**src/rtl/load_store_unit.sv**
```systemverilog
// Single-outstanding load/store unit: IDLE->BUSY->DONE, 2-cycle min latency, stall held while waiting on mem_ack.
// Define LSU_MISALIGN_TRAP_EN to trap misaligned accesses instead of silently aligning them.
module load_store_unit #(
  parameter int TIMEOUT = 255
) (
  input  logic        clk,
  input  logic        rst,
  input  logic        req_valid,
  input  logic        req_we,
  input  logic [2:0]  func3,
  input  logic [31:0] addr,
  input  logic [31:0] st_data,
  output logic        stall,
  output logic        mem_req,
  output logic        mem_we,
  output logic [31:0] mem_addr,
  output logic [31:0] mem_wdata,
  output logic [3:0]  mem_wstrb,
  input  logic        mem_ack,
  input  logic [31:0] mem_rdata,
  output logic        resp_valid,
  output logic [31:0] ld_data,
  output logic [2:0]  ld_func3,
  output logic        bus_err,
  output logic        misaligned
);

  typedef enum logic [1:0] {IDLE, BUSY, DONE} state_t;

  localparam logic [15:0] TIMEOUT_CNT = 16'(TIMEOUT);

  state_t      state, state_nxt;
  logic [15:0] wait_cnt;
  logic [1:0]  off_q;
  logic [1:0]  off_eff;
  logic        is_byte, is_half;
  logic        trap, start, ack_hit, timeout_hit;
  logic [3:0]  wstrb_c;
  logic [31:0] wdata_c;

  // Codes 011/110/111 fall through to word size.
  assign is_byte = (func3[1:0] == 2'b00);
  assign is_half = (func3[1:0] == 2'b01);

`ifdef LSU_MISALIGN_TRAP_EN
  assign trap    = (is_half & addr[0]) | (!is_byte & !is_half & (addr[1:0] != 2'b00));
  assign off_eff = addr[1:0];
`else
  assign trap    = 1'b0;
  assign off_eff = is_byte ? addr[1:0] : (is_half ? {addr[1], 1'b0} : 2'b00);
`endif

  always_comb begin
    wstrb_c = 4'b0000;
    wdata_c = st_data;
    if (is_byte) begin
      wdata_c = {4{st_data[7:0]}};
      if (req_we) wstrb_c = 4'b0001 << off_eff;
    end else if (is_half) begin
      wdata_c = {2{st_data[15:0]}};
      if (req_we) wstrb_c = 4'b0011 << off_eff;
    end else if (req_we) begin
      wstrb_c = 4'b1111;
    end
  end

  assign start       = (state == IDLE) && req_valid && !trap;
  assign ack_hit     = (state == BUSY) && mem_ack;
  assign timeout_hit = (state == BUSY) && !mem_ack && ((wait_cnt + 16'd1) == TIMEOUT_CNT);
  assign stall       = start || (state == BUSY);
  assign resp_valid  = (state == DONE);

  always_comb begin
    state_nxt = state;
    case (state)
      IDLE:    if (req_valid) state_nxt = trap ? DONE : BUSY;
      BUSY:    if (ack_hit || timeout_hit) state_nxt = DONE;
      DONE:    state_nxt = IDLE;
      default: state_nxt = IDLE;
    endcase
  end

  always_ff @(posedge clk) begin
    if (rst) begin
      state      <= IDLE;
      mem_req    <= 1'b0;
      mem_we     <= 1'b0;
      mem_addr   <= 32'd0;
      mem_wdata  <= 32'd0;
      mem_wstrb  <= 4'd0;
      off_q      <= 2'd0;
      ld_data    <= 32'd0;
      ld_func3   <= 3'd0;
      bus_err    <= 1'b0;
      misaligned <= 1'b0;
      wait_cnt   <= 16'd0;
    end else begin
      state      <= state_nxt;
      bus_err    <= 1'b0;
      misaligned <= 1'b0;
      if (start) begin
        mem_req   <= 1'b1;
        mem_we    <= req_we;
        mem_addr  <= {addr[31:2], 2'b00};
        mem_wdata <= wdata_c;
        mem_wstrb <= wstrb_c;
        off_q     <= off_eff;
        ld_func3  <= func3;
        wait_cnt  <= 16'd0;
      end
`ifdef LSU_MISALIGN_TRAP_EN
      if ((state == IDLE) && req_valid && trap) begin
        misaligned <= 1'b1;
        ld_data    <= 32'd0;
        ld_func3   <= func3;
      end
`endif
      if (ack_hit) begin
        mem_req <= 1'b0;
        ld_data <= mem_we ? 32'd0 : (mem_rdata >> {off_q, 3'b000});
      end else if (timeout_hit) begin
        mem_req <= 1'b0;
        bus_err <= 1'b1;
        ld_data <= 32'd0;
      end else if (state == BUSY) begin
        wait_cnt <= wait_cnt + 16'd1;
      end
    end
  end

endmodule

```
**config.mk**
```make
export PLATFORM = sky130hd
export DESIGN_NAME = load_store_unit
export DESIGN_NICKNAME = d
export VERILOG_FILES = /design/src/rtl/load_store_unit.sv
export SDC_FILE = /design/constraint.sdc
export NUM_CORES = 1
export LEC_CHECK = 0
export CAP_MARGIN = 20
export CORE_ASPECT_RATIO = 1.1
export CORE_MARGIN = 2
export CORE_UTILIZATION = 33
export DETAILED_ROUTE_END_ITERATION = 8
export SYNTH_ARGS = -nofsm -noshare
export SYNTH_HDL_FRONTEND = slang
export SYNTH_SLANG_ARGS = --single-unit
```
**constraint.sdc**
```tcl
create_clock -name clk -period 5.7 [get_ports clk]
set_clock_uncertainty 0.15 [all_clocks]
set_input_delay 1.14 -clock clk [delete_from_list [all_inputs] [get_ports clk]]
set_output_delay 1.14 -clock clk [all_outputs]
set_load 0.02 [all_outputs]
```
* After elaboration in Yosys (flattened, before gate mapping) *
Index checks and enable logic that the tools add are counted.

word-level totals
  word-level logic and storage cells = 54
  output and inout port bits = 109
  RAM bits = 0
  register bits = 124
  bits in latches = 0
  memories kept = 0
  ROM bits = 0

operators by class
  equal/unequal tests = 6
  multipliers = 0
  shift operators = 3
  div/mod/pow operators = 0
  $lt $le $gt $ge = 0
  $add $sub $neg = 1
  bitwise gates (word level) = 0
  reduce and logical (&&, ||, !) cells = 13
  multiplexer cells = 20

operator list
  operator                 number
  $mux W32                 5
  $mux W16                 4
  $shr A32 B5 Y32          1
  $mux W4                  5
  $add A16 B1 Y16 const B  1
  $eq A16 B8 Y1 const B    1
  $mux W2                  4
  $eq A2 B1 Y1 const B     2
  $logic_and A1 B1 Y1      4
  $logic_not A2 Y1         2
  $pmux W2 S2              1
  $shl A1 B2 Y4 const A    1
  $shl A2 B2 Y4 const A    1
  $reduce_or A3 Y1         1
  $eq A2 B2 Y1 const B     1
  $logic_or A1 B1 Y1       2
  $ne A2 B1 Y1 const B     1
  $ne A2 B2 Y1 const B     1
  $reduce_and A2 Y1        1
  $reduce_bool A2 Y1       1
  $reduce_or A2 Y1         1
  $logic_not A1 Y1         1
  $mux W1                  1

* Logic depth before layout (Yosys ltp) *
Gate-level depths: netlist of the first run.

  word-level depth = 7
  gate-level depth with buffers = 11
  gate-level depth less buffers = 8

* Least setup slack after synthesis of the first run *
Ideal clock, no wire load.

  path kind = input-to-reg
  from = input mem_ack
  to = register ld_data[10]
  buffers on the path = 4
  arrival = 3.130 ns
  setup slack = 2.303 ns
  cell stages on the path = 10
  data required time = 5.433 ns
  cells stage by stage = or3b_1 > clkbuf_1 > nor4b_2 > o211ai_1 > or4_1 > buf_2 > and3_4 > buf_6 > buf_6 > a22o_1

on the way
  word-level cells in the longest chain between the ends = 4

ends and longest elaborated chain
  what                                 RTL line  text
  start, declared                      19        input logic mem_ack,
  $logic_not A1 Y1                     69        assign timeout_hit = (state == BUSY) && !mem_ack && ((wait_cnt + 16'd1) == TIMEOUT_CNT);
  $logic_and A1 B1 Y1 (2 in series)    69
  $reduce_bool A2 Y1 (no source line)  n/a
  end signal, assigned                 120       ld_data <= mem_we ? 32'd0 : (mem_rdata >> {off_q, 3'b000});
  end, declared                        22        output logic [31:0] ld_data,

Parallel ways exist; a longest one is shown, timed or not.
A chain may end at the register's enable or synchronous reset.

* Worst setup path in the final report of the first run *
  from = input mem_ack
  to = register wait_cnt[3]

on the way
  word-level cells in the longest chain between the ends = 5

ends and longest elaborated chain
  what                               RTL line  text
  $logic_not A1 Y1                   69
  $logic_and A1 B1 Y1 (2 in series)  69
  $mux W16                           121       end else if (timeout_hit) begin
  $mux W16 *                         118       if (ack_hit) begin
  end signal, assigned               126       wait_cnt <= wait_cnt + 16'd1;
  end, declared                      33        logic [15:0] wait_cnt;

Every way passes the cells marked *; elsewhere a longest branch is shown, timed or not.

==> summary.txt, run 1 <==
Drt
  • Drt first pass iters: 4
  • Routed Antenna Nets: 0
  • Via/cell ratio: 5.12
  • # DRC: 0
  • DRT iter0 DRCs: 298
  • DR WL/cell: 15.8 um
  • Drt total wl: 16.7 mm
  • Vias: 5,420

Power
  • Pleak: 3.11 nW
  • Switching Fraction: 0.255
  • Clock share of power: 0.453
  • Internal: 0.00181 W
  • NetSw: 0.000621 W
  • Worst-case vdd ir drop: 0.230 mV
  • Gate power share: 0.160
  • Flop pwr share: 0.387
  • Power Dens Cells: 292 nW/um^2

Layout
  • Area of the multi-input gates: 2830 sq um
  • FF/Latch Area: 2480 sq um
  • # nets final: 951
  • Fillers: 1,569
  • Layout cells sized above 1: 0.0585
  • Inserted Diodes: 0
  • P&R area growth vs syn: 49.1%
  • Fin util: 0.505

Clocking
  • Total CTS buffers: 17
  • Clk Latency, worst-skew pair: 0.41 ns
  • Clock root cell: clkbuf_16
  • Hold buffers post-CTS: 0
  • Post-CTS setup buffer count: 0
  • Reg clk slew, reported paths: 0.05 ns
  • CTS tree: yes
  • CTS sink count: 124
  • Post-CTS sizing: 0
  • CTS H-tree lvls: 4
  • Clock buffer depth: 2

Synthesis
  • FFs w/ async S/R, synth: 0
  • Synth top area share: 0.444
  • Number of unique standard cell types used by synthesis: 52
  • Post-synth EDFFs: 0
  • Synth area leaders: dfxtp_1, nand2_1, mux2i_1
  • Seq cells post-synth: 124
  • Most frequent cell after synthesis: nand2_1
  • Syn Inst Count: 665
  • Synthesized area per cell: 8.40 sq um
  • Commonest cells in the netlist: nand2_1, dfxtp_1, a21oi_1
  • Mapped Area: 5590 sq um
  • Post-synthesis sequential area ratio: 0.444
  • Top_reg_cell synth: dfxtp_1
  • Leading area contributor after synthesis: dfxtp_1
  • Synth warn: 0

Floorplanning
  • FP Rows: 49
  • Die H: 140 um
  • Die ar.: 18,000 sq um
  • Number of I/O pins: 213
  • Initial Util: 0.339
  • Core ar.: 16,500 sq um
  • Chip Width: 128 um

Global route
  • Initial antenna violation count: 0
  • Gr ovfl total: 0
  • Largest net degree at the start of global routing: 92
  • First-pass GRT wire length: 26.6 mm
  • Vias in the first global route: 5,231
  • Tot GR Track Use: 0.183

Timing
  • Slew @ Worst Pin: 0.978 ns
  • Fmax: 249 MHz
  • RSZ-0062 raised after global routing: no
  • Final min period: 4.01 ns
  • Final setup vio count: 0
  • Crit share post-route: 0.704
  • WHS: 0.302 ns
  • Setup TNS: 0 ns
  • Slew Viols, Final: 0
  • Fin. Hold Viols: 0
  • Slew HR: 0.348

Critical path
  • R2R Setup Slk: 2.19 ns
  • R2R depth: 7
  • Worst r2r dst: wait_cnt[3]
  • Largest delay share family, worst path: simple AND/OR/NAND/NOR gates
  • Worst EP arrival: 4.21 ns
  • Worst path slowest cell: a211oi_2
  • CP peak stage delay: 0.71 ns
  • Crit start category: input port
  • Worst Setup End Kind: flip-flop
  • Worst-path fanout max: 16
  • Crit Reg-Reg Startpoint: wait_cnt[0]
  • Crit path kind: in -> reg
  • Worst path cell trace: clkdlybuf4s50_1 -> or3b_1 -> nor4b_2 -> o211ai_1 -> or4_1 -> a211oi_2 -> a22o_1
  • CP Buf/Inv Count: 1
  • Worst EP required: 5.90 ns

Placed design
  • Port bufs: 209
  • Dpl hpwl: 11.5 mm
  • Final GP Congestion: 0.811

Outcome
  • Status: completed

Min path
  • Hold WC Path Type: reg -> reg
  • WHS Endpoint: mem_addr[30]
  • WHS Path Cells: 2
  • Critical hold path startpoint: mem_addr[30]

Flow run
  • Maxcap violations: 0
state kept, by name (all words and copies together), names as in the netlist:
name / flops
mem_addr: 30
mem_req: 1
state: 2
bus_err: 1
off_q: 2
mem_wdata: 32
mem_wstrb: 4
mem_we: 1
ld_func3: 3
wait_cnt: 16
ld_data: 32
metrics by stage:
stage / cells / worst slack [ns] / cell area, sq um / total power, W
finish: 1058 / 1.69 / 8330 / 0.00243
global route: 1058 / 1.49 / 8330 / 0.00253
CTS: 1058 / 1.71 / 8330 / 0.00246
detailed placement: 1026 / 1.27 / 7730 / 0.00135
global placement: 1026 / 1.36 / 7730 / 0.00134
floorplan: 667 / 2.30 / 5600 / 0.00115
how the worst max path moves through the flow:
stage               startpoint          end  slack, ns  cells past startpoint
global placement       mem_ack  wait_cnt[3]       1.36                      7
detailed placement     mem_ack  wait_cnt[3]       1.27                      7
global route           mem_ack  wait_cnt[3]       1.49                      7
floorplan              mem_ack  ld_data[10]       2.30                     10
finish                 mem_ack  wait_cnt[3]       1.69                      7
CTS                    mem_ack  wait_cnt[3]       1.71                      7
routing by layer:
metal / vias up / wire length, um / GRT usage
met2: 181 / 7990 / 0.302
li1: 2699 / - / -
met1: 2526 / 7180 / 0.224
met5: - / 0 / 0
met3: 14 / 1330 / 0.0615
met4: 0 / 187 / 0.0607
logic make-up after synthesis:
kind of cell | synth area share
simple gates | 0.197
buf+inv | 0.0533
other cells | 0.000671
mux | 0.0629
compound gates | 0.222
fa+ha+maj | 0.0134
flops | 0.444
xor+xnor | 0.00627
cell usage in the layout (no fill, tap or decap), drive strengths merged, types with 3 or more instances in the layout:
cell type	count
inv	5
or3	8
buf	8
dfxtp	124
nand2	151
a21o	10
nand3	15
o2bb2ai	8
ha	6
clkdlybuf4s50	208
clkinv	6
mux2i	34
o21ai	26
nor3	4
nand2b	4
a211o	9
clkbuf	21
o211ai	6
bufinv	3
a22o	17
a211oi	17
and3	5
nor2b	13
a311oi	11
conb	3
nor4	5
a21oi	61
nand4	4
a32o	8
nor2	29
worst reg2reg max path, stage by stage, from the launching register on:
cell	delay (ns)
dfxtp_1	0.46
ha_1	0.27
nand3_1	0.21
nor4_1	0.56
xor2_1	0.18
or4_1	0.67
a211oi_2	0.71
a22o_1	0.24
area by class of cell:
| type | instances | share of cell area |
|---|---|---|
| Multi-Input combinational cell | 477 | 0.340 |
| Sequential cell | 124 | 0.298 |
| Timing Repair Buffer | 216 | 0.257 |
| Clock buffer | 21 | 0.0553 |
| Tap cell | 204 | 0.0306 |
| Clock inverter | 11 | 0.0171 |
| Inverter | 5 | 0.00225 |
power by group through the flow:
stage / registers, W / clock network [W] / logic, W
2_1_floorplan: 0.00101 / 0 / 0.000144
3_3_place_gp: 0.000957 / 0 / 0.000388
3_5_place_dp: 0.000958 / 0 / 0.000392
4_1_cts: 0.000940 / 0.00112 / 0.000394
5_1_grt: 0.000945 / 0.00116 / 0.000422
6_report: 0.000940 / 0.00110 / 0.000390
(Power assumes the default switching activity.)
==> inputs of run 2 (changes only) <==
--- a/config.mk
+++ b/config.mk
@@ -10,6 +10,7 @@
 export CORE_MARGIN = 2
 export CORE_UTILIZATION = 33
 export DETAILED_ROUTE_END_ITERATION = 8
+export PLACE_DENSITY = 0.65
 export SYNTH_ARGS = -nofsm -noshare
 export SYNTH_HDL_FRONTEND = slang
 export SYNTH_SLANG_ARGS = --single-unit
==> constraint.sdc (replaced) <==
create_clock -name clk -period 3.3 [get_ports clk]
set_clock_uncertainty 0.15 [all_clocks]
set_input_delay 0.66 -clock clk [delete_from_list [all_inputs] [get_ports clk]]
set_output_delay 0.66 -clock clk [all_outputs]
set_load 0.02 [all_outputs]
==> run 2 against run 1 <==
Sequential cell count is the same. Global-route usage up 0.30 points. Non-clock buffer count grew 11. Via count rose by 0.22%. Register-to-register slack got worse by 1.8 ns. Critical path type is now reg -> reg. Largest power group unchanged. Highest routed layer unchanged.
==> summary.txt, run 2 (synthesis gave the netlist of run 1 again) <==
Outcome
  • Status: completed (unchanged)

Floorplanning
  • Chip Width: 128 um (unchanged)
  • Initial Util: 0.339 (unchanged)
  • Die H: 140 um (unchanged)
  • FP Rows: 49 (unchanged)
  • Core ar.: 16,500 sq um (unchanged)
  • Number of I/O pins: 213 (unchanged)
  • Die ar.: 18,000 sq um (unchanged)

Timing
  • Crit share post-route: 0.884
  • RSZ-0062 raised after global routing: no (unchanged)
  • Fmax: 343 MHz
  • Final min period: 2.92 ns
  • Setup TNS: 0 ns (unchanged)
  • Fin. Hold Viols: 0 (unchanged)
  • Final setup vio count: 0 (unchanged)
  • Worst Slack Setup Final: 0.384 ns (was 1.69 ns)
  • Slew HR: 0.446 (was 0.348)
  • Slew Viols, Final: 0 (unchanged)
  • Slew @ Worst Pin: 0.829 ns (was 0.978 ns)

Global route
  • First-pass GRT wire length: 26.8 mm (was 26.6 mm)
  • Tot GR Track Use: 0.186 (was 0.183)
  • Largest net degree at the start of global routing: 59 (was 92)
  • Gr ovfl total: 0 (unchanged)
  • Vias in the first global route: 5,131 (was 5,231)
  • Initial antenna violation count: 0 (unchanged)

Critical path
  • Worst-path fanout max: 33 (was 16)
  • Worst Setup End Kind: flip-flop (unchanged)
  • Worst EP required: 3.45 ns (was 5.90 ns)
  • R2R Setup Slk: 0.38 ns (was 2.19 ns)
  • CP peak stage delay: 0.58 ns (was 0.71 ns)
  • Crit start category: flip-flop (was input port)
  • Crit path from: wait_cnt[0] (was mem_ack)
  • Worst path cell trace: ha_1 -> nand3_1 -> nor4_1 -> buf_4 -> xor2_1 -> or4_1 -> and3_4 -> a22o_1 (was clkdlybuf4s50_1 -> or3b_1 -> nor4b_2 -> o211ai_1 -> or4_1 -> a211oi_2 -> a22o_1)
  • Worst path slowest cell: or4_1 (was a211oi_2)
  • Crit Reg-Reg Startpoint: wait_cnt[0] (unchanged)
  • Crit path kind: reg -> reg (was in -> reg)
  • Worst EP arrival: 3.07 ns (was 4.21 ns)

Layout
  • Non-Filler Instances: 1,069 (was 1,058)
  • Inserted Diodes: 0 (unchanged)
  • P&R area growth vs syn: 50.5% (was 49.1%)
  • # nets final: 962 (was 951)
  • Commonest non-fill, non-tap cells in the layout: clkdlybuf4s50_1, nand2_1, dfxtp_1, a21oi_1, mux2i_1 (unchanged)
  • Fin util: 0.510 (was 0.505)
  • Layout cells sized above 1: 0.0705 (was 0.0585)
  • Commonest non-fill, non-tap cell in the layout: clkdlybuf4s50_1 (unchanged)
  • Largest registers: ld_data (32), mem_wdata (32), mem_addr (30) (unchanged)

Power
  • NetSw: 0.00107 W (was 0.000621 W)
  • Switching Fraction: 0.258 (was 0.255)
  • Clock share of power: 0.445 (was 0.453)
  • Internal: 0.00308 W (was 0.00181 W)
  • Flop pwr share: 0.391 (was 0.387)
  • Pleak: 3.16 nW (was 3.11 nW)
  • Power Dens Cells: 494 nW/um^2 (was 292 nW/um^2)
  • Gate power share: 0.164 (was 0.160)
  • Worst-case vdd ir drop: 0.318 mV (was 0.230 mV)

Drt
  • Drt first pass iters: 4 (unchanged)
  • DR WL/cell: 15.5 um (was 15.8 um)
  • Drt total wl: 16.6 mm (was 16.7 mm)
  • # DRC: 0 (unchanged)
  • Via/cell ratio: 5.08 (was 5.12)
  • DRT met1 WL: 7.22 mm (was 7.18 mm)
  • Top sig layer: met4 (unchanged)
  • Met2 WL: 7.67 mm (was 7.99 mm)
  • DRT iter0 DRCs: 324 (was 298)
  • Vias: 5,432 (was 5,420)
  • Met3 wire len: 1.32 mm (was 1.33 mm)
  • Routed Antenna Nets: 0 (unchanged)

Placed design
  • Dpl hpwl: 11.7 mm (was 11.5 mm)
  • Final GP Congestion: 0.819 (was 0.811)
  • Pre-CTS setup slack: 0.0695 ns (was 1.27 ns)
  • Port bufs: 209 (unchanged)
  • Post-Place Cells: 1,037 (was 1,026)

Clocking
  • Total CTS buffers: 17 (unchanged)
  • CTS H-tree lvls: 4 (unchanged)
  • CTS sink count: 124 (unchanged)
  • Post-CTS sizing: 0 (unchanged)
  • Reg clk slew, reported paths: 0.05 ns (about the same)
  • Clock buffer depth: 2 (unchanged)
  • Clock root cell: clkbuf_16 (unchanged)
  • CTS tree: yes (unchanged)
  • Post-CTS setup buffer count: 0 (unchanged)
  • Clk Latency, worst-skew pair: 0.41 ns (about the same)
  • Hold buffers post-CTS: 0 (unchanged)

Min path
  • Critical hold path startpoint: mem_addr[30] (unchanged)
  • Hold WC Path Type: reg -> reg (unchanged)

Flow run
  • Maxcap violations: 0 (unchanged)
run 2: final timing paths:
| kind | to | depth (start not counted) |
|---|---|---|
| worst min-delay path | mem_addr[30] | 2 |
| worst min register to register | mem_addr[30] | 2 |
| worst max register to register | ld_data[28] | 8 |
| worst max-delay path | ld_data[28] | 8 |
run 2: power groups by stage:
stage	registers [W]	logic [W]	clock network, W
2_1_floorplan	0.00174	0.000249	0
3_3_place_gp	0.00165	0.000688	0
3_5_place_dp	0.00166	0.000688	0
4_1_cts	0.00162	0.000690	0.00190
5_1_grt	0.00163	0.000739	0.00196
6_report	0.00162	0.000682	0.00185
run 2: cell type report:
class	instances	area, sq um
well taps	204	255
fillers	1583	8080
inverters	5	18.8
flip-flops and latches	124	2480
clock buffers	22	474
repair buffers	227	2230
clock inverters	10	115
multi-input cells	477	2830
run 2: metal layers:
metal  vias up  track usage
li1       2724            -
met1      2489        0.232
met2       191        0.297
met3        28       0.0596
met4         0       0.0752
met5         -            0
run 2: worst max-delay path, delay by kind of cell, from the launching register on:
kind / cells / cell delay (ns)
AO/OA/AOI/OAI: 1 / 0.27
AND/OR/NAND/NOR: 4 / 1.42
XOR/XNOR: 1 / 0.08
buffers and inverters: 1 / 0.18
flip-flops: 1 / 0.44
adder cells (fa/ha/maj): 1 / 0.26
run 2: per-stage QoR:
step                area [sq um]  hold slack [ns]  total power, W
detailed placement          7820            0.297         0.00234
floorplan                   5600            0.319         0.00199
global placement            7820            0.292         0.00234
finish                      8410            0.301         0.00416
global route                8410            0.320         0.00433
CTS                         8410            0.304         0.00421
==> inputs of run 3 (changes only) <==
--- a/config.mk
+++ b/config.mk
@@ -10,7 +10,7 @@
 export CORE_MARGIN = 2
 export CORE_UTILIZATION = 33
 export DETAILED_ROUTE_END_ITERATION = 8
-export PLACE_DENSITY = 0.65
+export PLACE_DENSITY = 0.7
 export SYNTH_ARGS = -nofsm -noshare
 export SYNTH_HDL_FRONTEND = slang
 export SYNTH_SLANG_ARGS = --single-unit
==> run 3 against run 2 <==
Clock power hardly changed. Non-clock buffer count is 1 lower. Wire length is 0.12% higher. Sequential power hardly changed. Critical endpoint is now ld_data[15]. Sequential share of layout area hardly changed. Sequential cell count stayed put. Combinational power hardly changed. Cell area hardly changed. Die area stayed put. Worst hold slack worse by 0.0029 ns. Setup slack better by 0.0037 ns. Count of clock-buffer cells in the layout is 4 lower.
==> summary.txt, run 3 (synthesis gave the netlist of run 1 again) <==
Timing
  • Fmax: 343 MHz (about the same)
  • Final min period: 2.91 ns (was 2.92 ns)
  • Slew HR: 0.321 (was 0.446)
  • Slew @ Worst Pin: 1.02 ns (was 0.829 ns)
  • Fin. Hold Viols: 0 (unchanged)
  • Slew Viols, Final: 0 (unchanged)
  • Final setup vio count: 0 (unchanged)
  • Crit share post-route: 0.882 (was 0.884)
  • RSZ-0062 raised after global routing: no (unchanged)
  • Setup TNS: 0 ns (unchanged)

Critical path
  • Largest delay share family, worst path: simple AND/OR/NAND/NOR gates (unchanged)
  • Worst Setup End Kind: flip-flop (unchanged)
  • Crit start category: flip-flop (unchanged)
  • Crit Reg-Reg Startpoint: wait_cnt[0] (unchanged)
  • Worst EP arrival: 3.07 ns (about the same)
  • Worst-path fanout max: 33 (unchanged)
  • Worst EP required: 3.46 ns (was 3.45 ns)
  • CP Buf/Inv Count: 1 (unchanged)
  • Crit path kind: reg -> reg (unchanged)
  • Crit path from: wait_cnt[0] (unchanged)
  • Worst path slowest cell: or4_1 (unchanged)
  • Worst path cell trace: ha_1 -> nand3_1 -> nor4_1 -> buf_4 -> xor2_1 -> or4_1 -> and3_4 -> a22o_1 (unchanged)
  • CP peak stage delay: 0.58 ns (about the same)

Clocking
  • Post-CTS setup buffer count: 0 (unchanged)
  • CTS H-tree lvls: 4 (unchanged)
  • CTS sink count: 124 (unchanged)
  • CTS tree: yes (unchanged)
  • Clk Latency, worst-skew pair: 0.41 ns (about the same)
  • Hold buffers post-CTS: 0 (unchanged)
  • Clock root cell: clkbuf_16 (unchanged)
  • Post-CTS sizing: 0 (unchanged)
  • Reg clk slew, reported paths: 0.06 ns (was 0.05 ns)
  • Clock buffer depth: 2 (unchanged)
  • Total CTS buffers: 17 (unchanged)

Drt
  • Via/cell ratio: 5.05 (was 5.08)
  • Drt total wl: 16.6 mm (about the same)
  • # DRC: 0 (unchanged)
  • Routed Antenna Nets: 0 (unchanged)
  • Vias: 5,391 (was 5,432)
  • Drt first pass iters: 4 (unchanged)
  • DRT iter0 DRCs: 357 (was 324)
  • DR WL/cell: 15.6 um (was 15.5 um)

Global route
  • Largest net degree at the start of global routing: 59 (unchanged)
  • Vias in the first global route: 5,006 (was 5,131)
  • Met3 Use GR: 0.0722 (was 0.0596)
  • Tot GR Track Use: 0.183 (was 0.186)
  • M2 GR Usage: 0.291 (was 0.297)
  • First-pass GRT wire length: 26.1 mm (was 26.8 mm)
  • Gr ovfl total: 0 (unchanged)
  • Grt peak-use layer: met2 (unchanged)
  • Initial antenna violation count: 0 (unchanged)
  • Global-route met1 utilization: 0.225 (was 0.232)

Flow run
  • Maxcap violations: 0 (unchanged)

Placed design
  • Final GP Congestion: 0.784 (was 0.819)
  • Dpl hpwl: 11.4 mm (was 11.7 mm)
  • Port bufs: 209 (unchanged)

Layout
  • Fin util: 0.510 (about the same)
  • Inserted Diodes: 0 (unchanged)
  • # nets final: 961 (was 962)
  • Largest registers: ld_data (32), mem_wdata (32), mem_addr (30) (unchanged)
  • Layout cells sized above 1: 0.0718 (was 0.0705)
  • Commonest non-fill, non-tap cells in the layout: clkdlybuf4s50_1, nand2_1, dfxtp_1, a21oi_1, mux2i_1 (unchanged)
  • Commonest non-fill, non-tap cell in the layout: clkdlybuf4s50_1 (unchanged)
  • P&R area growth vs syn: 50.6% (was 50.5%)

Power
  • Worst-case vdd ir drop: 0.326 mV (was 0.318 mV)
  • Flop pwr share: 0.391 (about the same)
  • Design Power: 0.00415 W (was 0.00416 W)
  • Internal: 0.00304 W (was 0.00308 W)
  • Gate power share: 0.165 (was 0.164)
  • Clock share of power: 0.443 (was 0.445)
  • Pleak: 3.15 nW (was 3.16 nW)
  • NetSw: 0.00111 W (was 0.00107 W)
  • Power Dens Cells: 493 nW/um^2 (was 494 nW/um^2)
  • Switching Fraction: 0.266 (was 0.258)

Floorplanning
  • Die H: 140 um (unchanged)
  • Initial Util: 0.339 (unchanged)
  • FP Rows: 49 (unchanged)
  • Core ar.: 16,500 sq um (unchanged)
  • Number of I/O pins: 213 (unchanged)
  • Die ar.: 18,000 sq um (unchanged)
  • Chip Width: 128 um (unchanged)

Min path
  • Hold WC Path Type: reg -> reg (unchanged)
  • Critical hold path startpoint: mem_wstrb[0] (was mem_addr[30])

Outcome
  • Status: completed (unchanged)
run 3: cell count changes in the layout (fill, tap and decap cells not counted), sizes merged:
cell      previous run  this run
buf                 19        18
clkbuf              22        18
clkinv               5         6
clkinvlp             3         4
inv                  5         7
run 3: power by group through the flow:
| stage | combinational [W] | sequential, W | clock, W |
|---|---|---|---|
| after floorplan | 0.000249 | 0.00174 | 0 |
| after global placement | 0.000684 | 0.00165 | 0 |
| after detailed placement | 0.000686 | 0.00166 | 0 |
| after CTS | 0.000690 | 0.00163 | 0.00188 |
| after global routing | 0.000742 | 0.00163 | 0.00196 |
| final | 0.000685 | 0.00162 | 0.00184 |
run 3: area by class of cell:
class / instances / area, sq um
well taps: 204 / 255
clock buffers: 18 / 439
repair buffers: 226 / 2240
inverters: 5 / 18.8
clock inverters: 14 / 145
multi-input cells: 477 / 2830
fillers: 1540 / 8080
flip-flops and latches: 124 / 2480
run 3: path summary, 6_finish.rpt:
| path | endpoint | slack [ns] | cells past startpoint |
|---|---|---|---|
| worst max-delay path | ld_data[15] | 0.39 | 8 |
| worst min-delay path | mem_wstrb[0] | 0.30 | 2 |
| worst max register to register | ld_data[15] | 0.39 | 8 |
| worst min register to register | mem_wstrb[0] | 0.30 | 2 |
run 3: worst min-delay path, stage by stage (launching register included):
cell and delay, ns:
dfxtp_1 0.30, nand2_1 0.05, a21oi_1 0.05
run 3: metal layers:
metal | up-vias | routed length [um]
met4 | 0 | 264
met5 | - | 0
met1 | 2462 | 7110
li1 | 2724 | -
met2 | 186 | 7830
met3 | 19 | 1410
run 3: stage by stage:
stage          hold slack (ns)  cells  area (sq um)  worst slack, ns
2_1_floorplan            0.319    667          5600            0.383
3_3_place_gp             0.291   1036          7830           0.0669
3_5_place_dp             0.294   1036          7830           0.0424
4_1_cts                  0.300   1068          8410            0.396
5_1_grt                  0.318   1068          8410            0.168
6_report                 0.298   1068          8410            0.388
